### src/rtl/cube_state_engine.sv
// cube_state_engine: 54-sticker Rubik's cube state register.
// Moves from the move source are executed as one clockwise quarter turn per cycle.
// The state is exported to the renderer as six 27-bit face buses.
module cube_state_engine (
  input  logic        clk,
  input  logic        resetn,
  input  logic        move_valid,
  output logic        move_ready,
  input  logic [2:0]  move_face,
  input  logic [1:0]  move_dir,
  input  logic        load_solved,
  output logic        done,
  output logic        err,
  output logic        busy,
  output logic [15:0] move_count,
  output logic [26:0] f1,
  output logic [26:0] f2,
  output logic [26:0] f3,
  output logic [26:0] f4,
  output logic [26:0] f5,
  output logic [26:0] f6
);

  typedef enum logic [1:0] {IDLE, TURN, DONE} state_t;

  // Sticker s of the flat cube is face (s / 9), index (s % 9).
  // Face order is F, B, L, R, U, D, so the face base offsets are 0, 9, 18, 27, 36 and 45.
  // The solved state, with face D in the most significant 27 bits.
  localparam logic [53:0][2:0] SOLVED = {
    27'o111111111, 27'o000000000, 27'o444444444,
    27'o555555555, 27'o222222222, 27'o333333333
  };

  // Each face's ring of 12 neighbouring stickers, listed clockwise and given as flat sticker numbers.
  localparam logic [5:0] RING [6][12] = '{
    '{6'd42, 6'd43, 6'd44, 6'd27, 6'd30, 6'd33, 6'd47, 6'd46, 6'd45, 6'd26, 6'd23, 6'd20},
    '{6'd38, 6'd37, 6'd36, 6'd18, 6'd21, 6'd24, 6'd51, 6'd52, 6'd53, 6'd35, 6'd32, 6'd29},
    '{6'd36, 6'd39, 6'd42, 6'd0,  6'd3,  6'd6,  6'd45, 6'd48, 6'd51, 6'd17, 6'd14, 6'd11},
    '{6'd44, 6'd41, 6'd38, 6'd9,  6'd12, 6'd15, 6'd53, 6'd50, 6'd47, 6'd8,  6'd5,  6'd2},
    '{6'd11, 6'd10, 6'd9,  6'd29, 6'd28, 6'd27, 6'd2,  6'd1,  6'd0,  6'd20, 6'd19, 6'd18},
    '{6'd6,  6'd7,  6'd8,  6'd33, 6'd34, 6'd35, 6'd15, 6'd16, 6'd17, 6'd24, 6'd25, 6'd26}
  };

  // Source index of each of the face's own stickers after a clockwise turn.
  localparam logic [3:0] OWN_SRC [9] = '{4'd6, 4'd3, 4'd0, 4'd7, 4'd4, 4'd1, 4'd8, 4'd5, 4'd2};

  logic [53:0][2:0]       cube_reg;
  logic [5:0][53:0][2:0]  turned_all;

  state_t      state_reg, state_next;
  logic [2:0]  face_reg, face_next;
  logic [1:0]  rem_reg, rem_next;
  logic        err_reg, err_next;
  logic [15:0] count_reg, count_next;

  // Precompute one quarter-turn result per face; the FSM selects the latched face.
  for (genvar gi = 0; gi < 6; gi++) begin : g_turn
    logic [53:0][2:0] nxt;

    // Rotate the face's own 3x3 block, then shift its ring by three positions.
    always_comb begin
      nxt = cube_reg;
      for (int i = 0; i < 9; i++) begin
        nxt[6'(gi * 9 + i)] = cube_reg[6'(gi * 9 + int'(OWN_SRC[4'(i)]))];
      end
      for (int q = 0; q < 12; q++) begin
        nxt[RING[gi][4'(q)]] = cube_reg[RING[gi][4'((q + 9) % 12)]];
      end
    end

    assign turned_all[gi] = nxt;
  end

  // Cube storage: reload on reset or load_solved, apply one turn per TURN cycle.
  always_ff @(posedge clk or negedge resetn) begin
    if (!resetn) begin
      cube_reg <= SOLVED;
    end else if (state_reg == IDLE && load_solved) begin
      cube_reg <= SOLVED;
    end else if (state_reg == TURN) begin
      cube_reg <= turned_all[face_reg];
    end
  end

  // FSM and move bookkeeping registers.
  always_ff @(posedge clk or negedge resetn) begin
    if (!resetn) begin
      state_reg <= IDLE;
      face_reg  <= 3'd0;
      rem_reg   <= 2'd0;
      err_reg   <= 1'b0;
      count_reg <= 16'd0;
    end else begin
      state_reg <= state_next;
      face_reg  <= face_next;
      rem_reg   <= rem_next;
      err_reg   <= err_next;
      count_reg <= count_next;
    end
  end

  // Next-state logic. load_solved has priority over a move request in IDLE.
  always_comb begin
    state_next = state_reg;
    face_next  = face_reg;
    rem_next   = rem_reg;
    err_next   = err_reg;
    count_next = count_reg;
    case (state_reg)
      IDLE: begin
        if (load_solved) begin
          state_next = IDLE;
        end else if (move_valid) begin
          if (move_face > 3'd5 || move_dir == 2'd3) begin
            err_next   = 1'b1;
            state_next = DONE;
          end else begin
            err_next   = 1'b0;
            face_next  = move_face;
            // A prime move is three clockwise turns and a half move is two.
            case (move_dir)
              2'd0:    rem_next = 2'd1;
              2'd1:    rem_next = 2'd3;
              default: rem_next = 2'd2;
            endcase
            state_next = TURN;
          end
        end
      end
      TURN: begin
        rem_next = rem_reg - 2'd1;
        if (rem_reg == 2'd1) begin
          state_next = DONE;
        end
      end
      DONE: begin
        state_next = IDLE;
        if (!err_reg) begin
          count_next = count_reg + 16'd1;
        end
      end
      default: state_next = IDLE;
    endcase
  end

  assign move_ready = (state_reg == IDLE);
  assign busy       = ~move_ready;
  assign done       = (state_reg == DONE);
  assign err        = done & err_reg;
  assign move_count = count_reg;

  assign f1 = cube_reg[8:0];
  assign f2 = cube_reg[17:9];
  assign f3 = cube_reg[26:18];
  assign f4 = cube_reg[35:27];
  assign f5 = cube_reg[44:36];
  assign f6 = cube_reg[53:45];

endmodule

### config.mk
export PLATFORM = sky130hd
export DESIGN_NAME = cube_state_engine
export DESIGN_NICKNAME = d
export VERILOG_FILES = /design/src/rtl/cube_state_engine.sv
export SDC_FILE = /design/constraint.sdc
export NUM_CORES = 1
export LEC_CHECK = 0
export BUFFER_PORTS_ARGS = -buffer_cell sky130_fd_sc_hd__clkbuf_2
export CORE_ASPECT_RATIO = 0.9
export CORE_UTILIZATION = 56
export CTS_CLUSTER_DIAMETER = 80
export DETAILED_ROUTE_END_ITERATION = 16
export GPL_ROUTABILITY_DRIVEN = 0
export HOLD_SLACK_MARGIN = 0.05
export PLACE_DENSITY = 0.87
export SYNTH_ARGS = -nofsm -noshare
export SYNTH_HDL_FRONTEND = slang
export SYNTH_SLANG_ARGS = --single-unit
### constraint.sdc
create_clock -name clk -period 4.9 [get_ports clk]
set_input_delay 1.225 -clock clk [delete_from_list [all_inputs] [get_ports clk]]
set_output_delay 1.225 -clock clk [all_outputs]
set_load 0.005 [all_outputs]
==> impl_metrics.tcl <==
set metrics [dict create \
    post-route-min-period_ps 3100 \
    status "finished, final reports clean" \
    cp-start-kind "flip-flop" \
    cts_buffer_depth 2 \
    startpoint "state_reg[1]" \
    worst_path_max_delay_cell "dfrtp_1" \
    yosys.area.top_type "dfrtp_1" \
    synth_area_per_cell_sq_um 10.2 \
    finClkSkew_ps 11.4 \
    die_y_um 103 \
    leakage_nw 3.60 \
    dpl.cell_count 882 \
    r2r_slack_ps 2120 \
    synth_edf_count 0 \
    period_share_pct 63.2 \
    finish.net_count 760 \
    synth_cell_types 58 \
    intPower_mw 2.94 \
    worst-endpoint-arrival_ps 1870 \
    setup_tns_ps 0 \
    crit_type "flip-flop to output pin" \
    cp-endpoint "err" \
    overflow 0 \
    grt_max_degree 81 \
    place_hpwl_um 11500 \
    avgViaCountPerCell 5.79 \
    drv_slew 0 \
    fp-row-count 36 \
    drt-total-wl_um 17000 \
    combPwrFrac_pct 35.7 \
    cp_top_family "flip-flops" \
    die_area_sq_um 11900 \
    ios 191 \
    hp-start "f6[0]" \
    postPlaceCellArea_sq_um 6930 \
    cts_resized 0 \
    clockRootBuffer "clkbuf_16" \
    cts_setup_buffers 0 \
    timing.fmax_ghz 0.323 \
    slowest_delay_ps 930 \
    hold_class "flip-flop to flip-flop" \
    drtAntennaViolNets 0 \
    ff2ff_path_depth 5 \
    grt_usage_pct 29.5 \
    layoutNonFillerInstCount 914 \
    power_per_cell_area_nw_per_um2 656 \
    hold_slack_ps 471 \
    seqPwrFrac_pct 39.0 \
    drc 0 \
    path_depth 3 \
    syn_inst 628 \
    synthArstFlopShare_pct 100 \
    postCtsHoldBufs 0 \
    path_buf_inv 1 \
    synth.most_common_cell "dfrtp_1" \
    fill_cells 836 \
    p_clk_share_pct 25.3 \
    worst_slack_ps 1800 \
    clk_latency_ps 420 \
    dp_slack_ps 1980 \
    synth_common_cells "dfrtp_1 (79), nand2_1 (73), buf_4 (67)" \
    numPortBuffers 149 \
    synth_seq_cells 128 \
    tightest_slew_ps 1220 \
    n_antenna_cell 0 \
    largest_reg_flops 25 \
    rsz0062_at_grt "false" \
    clk_pin_slew_ps 60 \
    finalPower_mw 4.93 \
    relSlewSlack_pct 19.0 \
    die_w_um 115 \
    ctsHtreeMaxLevel 4 \
    ys_warn_count 0 \
    worstPathRequired_ps 3670 \
    fin_util_pct 68.3 \
    cp_max_fo 28 \
    area_growth_pct 17.2 \
    crit_path_cell_trace "nor2b_1, and2_1, clkbuf_2" \
    synth_area_leaders "dfrtp_1 (31%), dfstp_2 (20%), buf_4 (7.9%)" \
    grt_pass1_wl_um 26300 \
    seq_area_frac_synth_pct 51.0 \
    synth_area_sq_um 6410 \
    swShare_pct 40.3 \
    cts_sinks 128 \
    cts_tree "done" \
    p_switching_mw 1.98 \
    drv_cap 0 \
    initial_utilization_pct 58.3 \
    synth_top_area_share_pct 30.9 \
    final_area_sq_um 7510 \
    drt_iter0_drc 489 \
    peakVddDrop_mv 0.349 \
    setup_violations 0 \
    numCtsBuffers 17 \
    final_hold_viol_count 0 \
    antenna_found_initial 0 \
    r2r-start "face_reg[2]" \
    first_pass_iters 5 \
    core_sq_um 11000 \
    drive_gt1_share_pct 35.4 \
    synth_ff_type "dfrtp_1" \
    num_vias 5292 \
    first_global_vias 4934 \
    end_kind "output pin" \
    wl_per_cell_um 18.6 \
    r2r_end "f3[15]" \
]
-- cell families after synthesis --
kind of cell	share of synthesized area (%)
other	0.0585
buffers and inverters	11.4
adders and majority gates	0.391
xor gates and xnor gates	2.19
AOI/OAI and AO/OA	17.0
and+or+nand+nor	13.1
DFF	51.0
muxes	4.92
-- layout by cell type, fill, tap and decap left out, types with 18 or more instances in the layout --
cell type / instances
clkbuf_2: 148
nand2_1: 73
dfrtp_1: 79
o21ai_0: 51
dfstp_2: 49
a21oi_1: 56
inv_1: 30
conb_1: 41
mux2i_1: 18
nor2_1: 20
-- metal layers --
metal	share of wire [%]	global-route usage, %	vias to the layer above
met3	8.3	7.93	55
met2	47	46.4	311
met4	2.9	13.4	0
met5	0	0	-
li1	-	-	2323
met1	41	38.8	2603
-- cell type report --
| class | instances | area [sq um] | area share [%] |
|---|---|---|---|
| clock buffer | 17 | 425 | 5.66 |
| tap | 152 | 190 | 2.53 |
| clock inverter | 15 | 159 | 2.12 |
| multi-input combinational | 419 | 2570 | 34.2 |
| timing repair buffer | 153 | 791 | 10.5 |
| sequential | 128 | 3260 | 43.5 |
| inverter | 30 | 113 | 1.50 |
-- worst min-delay path by stage --
stage | end | slack, ps | cells after the start
2_1_floorplan | f4[23] | 450 | 2
3_3_place_gp | move_count[15] | 460 | 1
3_5_place_dp | f6[0] | 460 | 2
4_1_cts | move_count[15] | 470 | 1
5_1_grt | move_count[15] | 490 | 1
6_report | f6[0] | 470 | 2
-- worst min-delay path, stage by stage, from the launching register on --
cell and delay (ps):
dfstp_2 360, inv_1 40, mux2i_1 60
-- power groups by stage --
stage | clock (mW) | combinational [mW] | sequential, mW
2_1_floorplan | 0 | 1.30 | 1.75
6_report | 1.25 | 1.76 | 1.92
3_5_place_dp | 0 | 1.71 | 1.91
4_1_cts | 1.25 | 1.75 | 1.90
5_1_grt | 1.30 | 1.94 | 1.96
3_3_place_gp | 0 | 1.64 | 1.89
Power figures use the tool's default switching activity.
